## src/rtl/hb_up_pkg.sv

```systemverilog
// Shared definitions for the upstream heartbeat/data arbiter: word layout,
// heartbeat tag codes and the output-register state encoding.
package hb_up_pkg;

  localparam int NTIME = 48;
  localparam int NPAY  = 24;
  localparam int NCODE = 8;
  localparam int NCNT  = 16;

  localparam logic [NCODE-1:0] HB_LO_CODE = 8'hF0;
  localparam logic [NCODE-1:0] HB_HI_CODE = 8'hF1;

  typedef struct packed {
    logic [NCODE-1:0] code;
    logic [NPAY-1:0]  payload;
  } up_word_t;

  // Names the kind of word currently held in the output register.
  typedef enum logic [1:0] {
    IDLE  = 2'd0,
    DATA  = 2'd1,
    HB_LO = 2'd2,
    HB_HI = 2'd3
  } up_state_e;

endpackage

```

## src/rtl/up_word_reg.sv

```systemverilog
// Valid/accept output register for the upstream word channel. It only
// changes when the arbiter has opened a slot, so the word is held under backpressure.
module up_word_reg #(
  parameter int W = 32
) (
  input  logic         clk,
  input  logic         reset,
  input  logic         slot_open,
  input  logic         load_v,
  input  logic [W-1:0] load_d,
  output logic         out_v,
  output logic [W-1:0] out_d
);

  always_ff @(posedge clk) begin
    if (!reset) begin
      out_v <= 1'b0;
      out_d <= '0;
    end else if (slot_open) begin
      out_v <= load_v;
      if (load_v) begin
        out_d <= load_d;
      end
    end
  end

endmodule

```

## src/rtl/hb_up_arbiter.sv

```systemverilog
// Interleaves core data words with two-word time heartbeats (HB_LO then HB_HI)
// on the single upstream channel; heartbeat times are snapshotted on request pulses.
module hb_up_arbiter
  import hb_up_pkg::*;
#(
  parameter int               Ntime      = hb_up_pkg::NTIME,
  parameter int               Npay       = hb_up_pkg::NPAY,
  parameter int               Ncode      = hb_up_pkg::NCODE,
  parameter logic [Ncode-1:0] HB_LO_CODE = hb_up_pkg::HB_LO_CODE,
  parameter logic [Ncode-1:0] HB_HI_CODE = hb_up_pkg::HB_HI_CODE,
  parameter int               Ncnt       = hb_up_pkg::NCNT
) (
  input  logic                  clk,
  input  logic                  reset,
  input  logic                  send_HB_up_pulse,
  input  logic [Ntime-1:0]      time_elapsed,
  input  logic                  hb_enable,
  input  logic                  in_v,
  input  logic [Ncode+Npay-1:0] in_d,
  output logic                  in_a,
  output logic                  out_v,
  output logic [Ncode+Npay-1:0] out_d,
  input  logic                  out_a,
  output logic [Ncnt-1:0]       hb_coalesced
);

  localparam int W = Ncode + Npay;

  if (Ntime != 2 * Npay) begin : g_width_check
    $error("hb_up_arbiter: Ntime must equal 2*Npay");
  end

  // Handshake: a word moves on any edge where out_v & out_a; in_d is taken
  // on an edge where in_v & in_a, and in_a is only raised when it is loaded.

  up_state_e        state_q, state_d;
  logic             slot_open;
  logic             pulse_take;
  logic             sel_lo, sel_hi, sel_data;
  logic [Ntime-1:0] snap, hbuf;
  logic             hb_pending, hb_hi_due, last_was_hb;
  logic             load_v;
  logic [W-1:0]     load_d;

  assign slot_open  = reset & (~out_v | out_a);
  assign pulse_take = send_HB_up_pulse & hb_enable;

  assign sel_hi   = slot_open && (state_d == HB_HI);
  assign sel_lo   = slot_open && (state_d == HB_LO);
  assign sel_data = slot_open && (state_d == DATA);

  // State register: the kind of word sitting in the output register.
  always_ff @(posedge clk) begin
    if (!reset) begin
      state_q <= IDLE;
    end else begin
      state_q <= state_d;
    end
  end

  // Next state: the slot fill decision. A finished pair gives one waiting
  // data word priority before the next heartbeat pair.
  always_comb begin
    state_d = state_q;
    if (slot_open) begin
      if (hb_hi_due) begin
        state_d = HB_HI;
      end else if (hb_pending && (!last_was_hb || !in_v)) begin
        state_d = HB_LO;
      end else if (in_v) begin
        state_d = DATA;
      end else begin
        state_d = IDLE;
      end
    end
  end

  // Outputs: the word loaded into the output register and the data accept.
  always_comb begin
    load_v = 1'b0;
    load_d = '0;
    in_a   = 1'b0;
    if (slot_open) begin
      case (state_d)
        HB_HI: begin
          load_v = 1'b1;
          load_d = {HB_HI_CODE, hbuf[Ntime-1:Npay]};
        end
        HB_LO: begin
          load_v = 1'b1;
          load_d = {HB_LO_CODE, snap[Npay-1:0]};
        end
        DATA: begin
          load_v = 1'b1;
          load_d = in_d;
          in_a   = 1'b1;
        end
        default: begin
          load_v = 1'b0;
        end
      endcase
    end
  end

  // Heartbeat bookkeeping. HB_HI is taken from hbuf so a pulse arriving
  // between the halves only refreshes snap and re-pends a new pair.
  always_ff @(posedge clk) begin
    if (!reset) begin
      snap         <= '0;
      hbuf         <= '0;
      hb_pending   <= 1'b0;
      hb_hi_due    <= 1'b0;
      last_was_hb  <= 1'b0;
      hb_coalesced <= '0;
    end else begin
      if (pulse_take) begin
        snap <= time_elapsed;
      end
      if (pulse_take) begin
        hb_pending <= 1'b1;
      end else if (sel_lo) begin
        hb_pending <= 1'b0;
      end
      if (pulse_take && hb_pending && !sel_lo && (hb_coalesced != '1)) begin
        hb_coalesced <= hb_coalesced + 1'b1;
      end
      if (sel_lo) begin
        hbuf      <= snap;
        hb_hi_due <= 1'b1;
      end
      if (sel_hi) begin
        hb_hi_due   <= 1'b0;
        last_was_hb <= 1'b1;
      end
      if (sel_data) begin
        last_was_hb <= 1'b0;
      end
    end
  end

  up_word_reg #(
    .W(W)
  ) u_word_reg (
    .clk      (clk),
    .reset    (reset),
    .slot_open(slot_open),
    .load_v   (load_v),
    .load_d   (load_d),
    .out_v    (out_v),
    .out_d    (out_d)
  );

endmodule
```

## config.mk

```make
export PLATFORM = sky130hd
export DESIGN_NAME = hb_up_arbiter
export DESIGN_NICKNAME = d
export VERILOG_FILES = /design/src/rtl/hb_up_pkg.sv /design/src/rtl/up_word_reg.sv /design/src/rtl/hb_up_arbiter.sv
export SDC_FILE = /design/constraint.sdc
export NUM_CORES = 1
export LEC_CHECK = 0
export ABC_AREA = 1
export ABC_CLOCK_PERIOD_IN_PS = 2900
export CORE_MARGIN = 2
export CORE_UTILIZATION = 49
export CTS_CLUSTER_SIZE = 24
export DETAILED_ROUTE_END_ITERATION = 10
export PLACE_DENSITY = 0.87
export SLEW_MARGIN = 20
export SYNTH_ARGS = -nofsm -noshare
export SYNTH_HDL_FRONTEND = slang
export SYNTH_SLANG_ARGS = --single-unit
```

## constraint.sdc

```tcl
create_clock -name clk -period 2.9 [get_ports clk]
set_input_delay 0.87 -clock clk [delete_from_list [all_inputs] [get_ports clk]]
set_output_delay 0.87 -clock clk [all_outputs]
set_load 0.1 [all_outputs]
```

== Yosys cells after proc, flatten, opt, wreduce, memory -nomap -nowiden ==
Cells that the tools add are included.

* Output and inout bits: 50
* Register bits: 150
* Input port bits: 86
* Word-level logic and storage cells: 46

* Eq/ne operators: 4
* Mux-type cells: 11
* Reductions and logical operators: 16
* Add/sub/neg operators: 1
* Bitwise gates (word level): 5

{| class="wikitable"
|+ Operators with widths
! kind !! number
|-
| 32-bit one-hot mux with 3 select lines || 1
|-
| 16-bit by 1-bit adder with 16-bit output, second input constant || 1
|-
| 16-bit inequality test, second input constant || 1
|-
| 1-bit logical AND || 7
|-
| 1-bit 2-to-1 mux || 7
|-
| 2-bit 2-to-1 mux || 3
|-
| 2-bit == test, second input constant || 2
|-
| 2-bit OR reduction || 2
|-
| 1-bit logical NOT || 3
|-
| 3-bit OR reduction || 1
|-
| 1-bit bitwise AND || 2
|-
| 2-bit by 1-bit == test with 1-bit output, second input constant || 1
|-
| 1-bit inverter || 2
|-
| 2-bit AND reduction || 1
|-
| 2-bit nonzero test || 1
|-
| 1-bit logical OR || 1
|-
| 1-bit OR || 1
|}

== Depth between registers and ports, before layout ==
* Word-level depth: 11
* Depth in mapped cells: 13
* Depth with buffers taken out: 12

== Modules after synthesis ==
From an unflattened synthesis, not the netlist that was laid out.

* Cells, all modules: 904
* Area, all modules: 5931.9 sq um

{| class="wikitable"
|+ By module, submodules not included
! module !! cells each !! times used !! area each (sq um) !! seq. area each (sq um)
|-
| hb_up_arbiter || 696 || 1 || 4570.6 || 1861.8
|-
| up_word_reg || 208 || 1 || 1361.3 || 660.6
|}

== Worst setup path before layout ==
Ideal clock, no wire load.

* Path kind: reg2out
* Start: register u_word_reg.out_v
* End: output in_a
* Data required time: 2.030 ns
* Cell stages (with the launch flop): 9
* Data arrival time: 2.116 ns
* Setup slack: -0.086 ns
* Path buffers: 0
* Path through: dfxtp_1 nand2_2 nand2_4 inv_4 nand2_4 nand2_8 nor2_8 nand2_4 inv_2

* Word-level cells in the longest chain between the ends: 7

{| class="wikitable"
|+ Ends and longest elaborated chain
! element !! RTL line !! RTL
|-
| start, declared || up_word_reg.sv:11 || <nowiki>output logic out_v,</nowiki>
|-
| start signal, assigned || up_word_reg.sv:20 || <nowiki>out_v <= load_v;</nowiki>
|-
| 1-bit inverter * || hb_up_arbiter.sv:45 || <nowiki>assign slot_open = reset & (~out_v | out_a);</nowiki>
|-
| 1-bit OR * || hb_up_arbiter.sv:45 ||
|-
| 1-bit bitwise AND * || hb_up_arbiter.sv:45 ||
|-
| 2-bit 2-to-1 mux || hb_up_arbiter.sv:65 || <nowiki>if (slot_open) begin</nowiki>
|-
| 2-bit by 1-bit == test with 1-bit output || hb_up_arbiter.sv:84 || <nowiki>case (state_d)</nowiki>
|-
| 1-bit 2-to-1 mux || hb_up_arbiter.sv:84 ||
|-
| 1-bit 2-to-1 mux * || hb_up_arbiter.sv:83 || <nowiki>if (slot_open) begin</nowiki>
|-
| end, declared || hb_up_arbiter.sv:20 || <nowiki>output logic in_a,</nowiki>
|}

Mark *: on every way between the ends. The rest lies on a longest branch, timed or not.

== Worst setup path after layout ==
* Start: input out_a
* End: output in_a

* Word-level cells in the longest chain between the ends: 6

{| class="wikitable"
|+ Ends and longest elaborated chain
! element !! RTL line !! RTL
|-
| start, declared || hb_up_arbiter.sv:23 || <nowiki>input logic out_a,</nowiki>
|-
| 1-bit OR * || hb_up_arbiter.sv:45 ||
|-
| 1-bit bitwise AND * || hb_up_arbiter.sv:45 ||
|-
| 2-bit 2-to-1 mux || hb_up_arbiter.sv:65 ||
|-
| 2-bit by 1-bit == test with 1-bit output || hb_up_arbiter.sv:84 ||
|-
| 1-bit 2-to-1 mux || hb_up_arbiter.sv:84 ||
|-
| 1-bit 2-to-1 mux * || hb_up_arbiter.sv:83 ||
|}

Marked as above.

==> results.py <==
metrics = {
    "placement": {
        "gp_congestion": 0.925,
        "dp_hpwl_mm": 9.89,
        "dpl.cell_count": 1007,
        "place_area_sq_um": 6820,
        "portBuffers": 135,
        "post-place-ws_ns": -0.255,
    },
    "finish": {
        "antennaDiodeCount": 0,
        "fin_nets": 975,
        "final_cells": 1041,
        "final_cell_area_sq_um": 7450,
        "finish.utilization_pct": 68.7,
        "area_delta_synth_final_pct": 36.8,
        "final_layout_size_suffix_gt1_share_pct": 15.0,
    },
    "synthesis": {
        "synth.cell_area_sq_um": 5450,
        "postSynth.asyncResetShare_pct": 0,
        "ys_seq_area_share_pct": 46.3,
        "yosys-top-cells-count": "nand2_1 (207), dfxtp_1 (126), nor2_1 (121)",
        "synth.net_count": 840,
        "post-synth-top-area-fraction_pct": 46.3,
        "synth_most_common_cell": "nand2_1",
        "synth_ff_type": "dfxtp_1",
        "synthCells": 753,
        "synthTopCellsByArea": "dfxtp_1 (46%), nand2_1 (14%), nand3_1 (9.7%)",
        "synth.avg_cell_area_sq_um": 7.23,
        "synth.yosys.warnings": 0,
        "ys_seq_elements": 126,
        "synth_edf_count": 0,
        "ys_types": 31,
        "yosys.area.top_type": "dfxtp_1",
    },
    "sta": {
        "slew_violations": 0,
        "fin_ws_ns": 0.0947,
        "finalClockSkew_ns": 0.00905,
        "finalCritPeriodShare_pct": 96.7,
        "hold_viol_final": 0,
        "worst_pin_slew_ns": 0.776,
        "finalHoldWorstSlack_ns": 0.448,
        "rsz0062_at_grt": "no",
        "fmax_mhz": 356,
        "setup_violations": 0,
        "period_needed_ns": 2.81,
        "slew_headroom_pct": 48.3,
    },
    "cts": {
        "cts_inserted_buffers": 17,
        "cts_hold_buf": 0,
        "cts-root-buf": "clkbuf_8",
        "path_clk_slew_ns": 0.06,
        "cts.sink_count": 126,
        "cts.path.max_buffers": 2,
        "cts_tree": "done",
        "htreeDepth": 4,
        "clk_latency_ns": 0.53,
    },
    "worst_setup_path": {
        "timing.reg2reg.worst_path_depth": 7,
        "cp-end-kind": "primary output",
        "crit_type": "input pin to primary output",
        "critical_path_arrival_ns": 1.94,
        "regToRegStartpoint": "hb_coalesced[1]",
        "r2r-end": "hb_coalesced[10]",
        "cp_max_fo": 2,
        "cp.required_ns": 2.03,
        "startpoint_type": "input pin",
        "reg2reg_slack_ns": 0.73,
    },
    "route": {
        "ant_nets": 0,
        "wl_per_cell_um": 14.2,
        "drc": 0,
        "vias_per_cell": 5.23,
        "dr_total_vias": 5445,
        "drtIter0Drc": 434,
        "firstDrtPassIters": 5,
        "routed_wl_mm": 14.7,
    },
    "min_path": {
        "min_path_cells": 2,
        "worstHoldPathType": "flip-flop to flip-flop",
        "worstHoldStart": "snap[35]",
        "min_to": "hbuf[35]",
    },
    "power": {
        "p_leak_nw": 3.29,
        "p_per_area_nw_per_um2": 654,
        "ir_drop_uv": 401,
    },
    "outcome": {
        "outcome": "finished, final reports clean",
    },
    "global_routing": {
        "grt_pass1_wl_mm": 23.4,
        "grtUsageTotal_pct": 24.9,
        "antenna_found_initial": 0,
        "grt_pass1_vias": 5054,
        "grt_overflow_total": 0,
        "grt_max_degree": 91,
    },
    "floorplanning": {
        "row_count": 38,
        "ios": 136,
        "core_sq_um": 10800,
        "start_util_pct": 50.2,
        "die_w_um": 109,
        "die_area_sq_um": 12000,
        "fp.dieH_um": 109,
    },
    "flow_run": {
        "drv_cap": 0,
    },
}
==> layout make-up <==
cell class,instances,area (sq um)
inverters,26,105
fillers,906,3390
clock buffers,20,455
flip-flops and latches,126,2520
repair buffers,164,1490
well taps,140,175
multi-input cells,553,2560
clock inverters,12,136
==> flip-flops by register name (all words and copies together) (netlist names) <==
name / cells
state_q: 2
hbuf: 24
hb_coalesced: 16
hb_pending: 1
snap: 48
u_word_reg.out_d: 32
last_was_hb: 1
u_word_reg.out_v: 1
hb_hi_due: 1
==> cells by family after synthesis <==
kind of cell / synth area share, %
flip-flops: 46.3
AND/OR/NAND/NOR: 37.8
adder cells (fa/ha/maj): 0.230
buffers and inverters: 7.05
AO/OA/AOI/OAI: 7.67
XOR/XNOR: 0.965
==> routing by layer <==
layer / GRT usage, % / up-vias / wire length (um)
met5: 0 / - / 0
met3: 5.69 / 40 / 981
met4: 11.6 / 0 / 454
met1: 30.8 / 2464 / 6230
met2: 41.2 / 218 / 7080
li1: - / 2723 / -
==> how the worst max path moves through the flow <==
stage                from  slack (ns)  cells past startpoint  endpoint
CTS                 out_a        0.07                     10      in_a
global placement    out_a       -0.14                     10      in_a
global route        out_a      0.0004                     10      in_a
detailed placement   in_v       -0.25                      8      in_a
floorplan           out_a        0.02                      9      in_a
finish              out_a        0.09                     10      in_a
==> stage by stage <==
stage | setup TNS [ns] | power [mW]
6_report | 0 | 4.87
4_1_cts | 0 | 4.88
5_1_grt | 0 | 5.04
3_5_place_dp | -9.31 | 2.81
2_1_floorplan | 0 | 2.53
3_3_place_gp | -4.53 | 2.79
==> power breakdown <==
group	switching (mW)	total [mW]	internal (mW)
combinational	0.613	0.906	0.292
clock	0.790	2.08	1.29
sequential	0.0521	1.88	1.83
total	1.46	4.87	3.41
==> repair_timing <==
action / 4_1_cts / 5_1_grt
setup buffers: 2 / 0
resized for setup: 9 / 0
setup endpoints to repair: 1 / 1
pin swaps: 5 / 1
==> placed cells by master, fill, tap and decap left out, types with 3 or more instances in the layout <==
master	n
nand3_1	105
buf_4	75
clkinv_4	4
dfxtp_1	125
clkdlybuf4s50_1	82
inv_2	3
nand4_1	18
nor2_1	121
inv_1	20
inv_4	3
o21ai_1	8
clkinvlp_4	3
o21ai_0	47
a21oi_1	21
clkbuf_16	16
buf_12	4
clkbuf_8	4
xor2_1	5
nand2_1	206
nand2_4	3
==> critical path: stages <==
cell,delay (ns)
dlygate4sd2_1,0.19
inv_1,0.04
nand2_2,0.11
buf_6,0.12
nand3_4,0.06
o21ai_4,0.21
nor2_8,0.07
nand2_4,0.08
inv_4,0.04
buf_12,0.15
No activity file was read; power rests on OpenSTA's default activity.
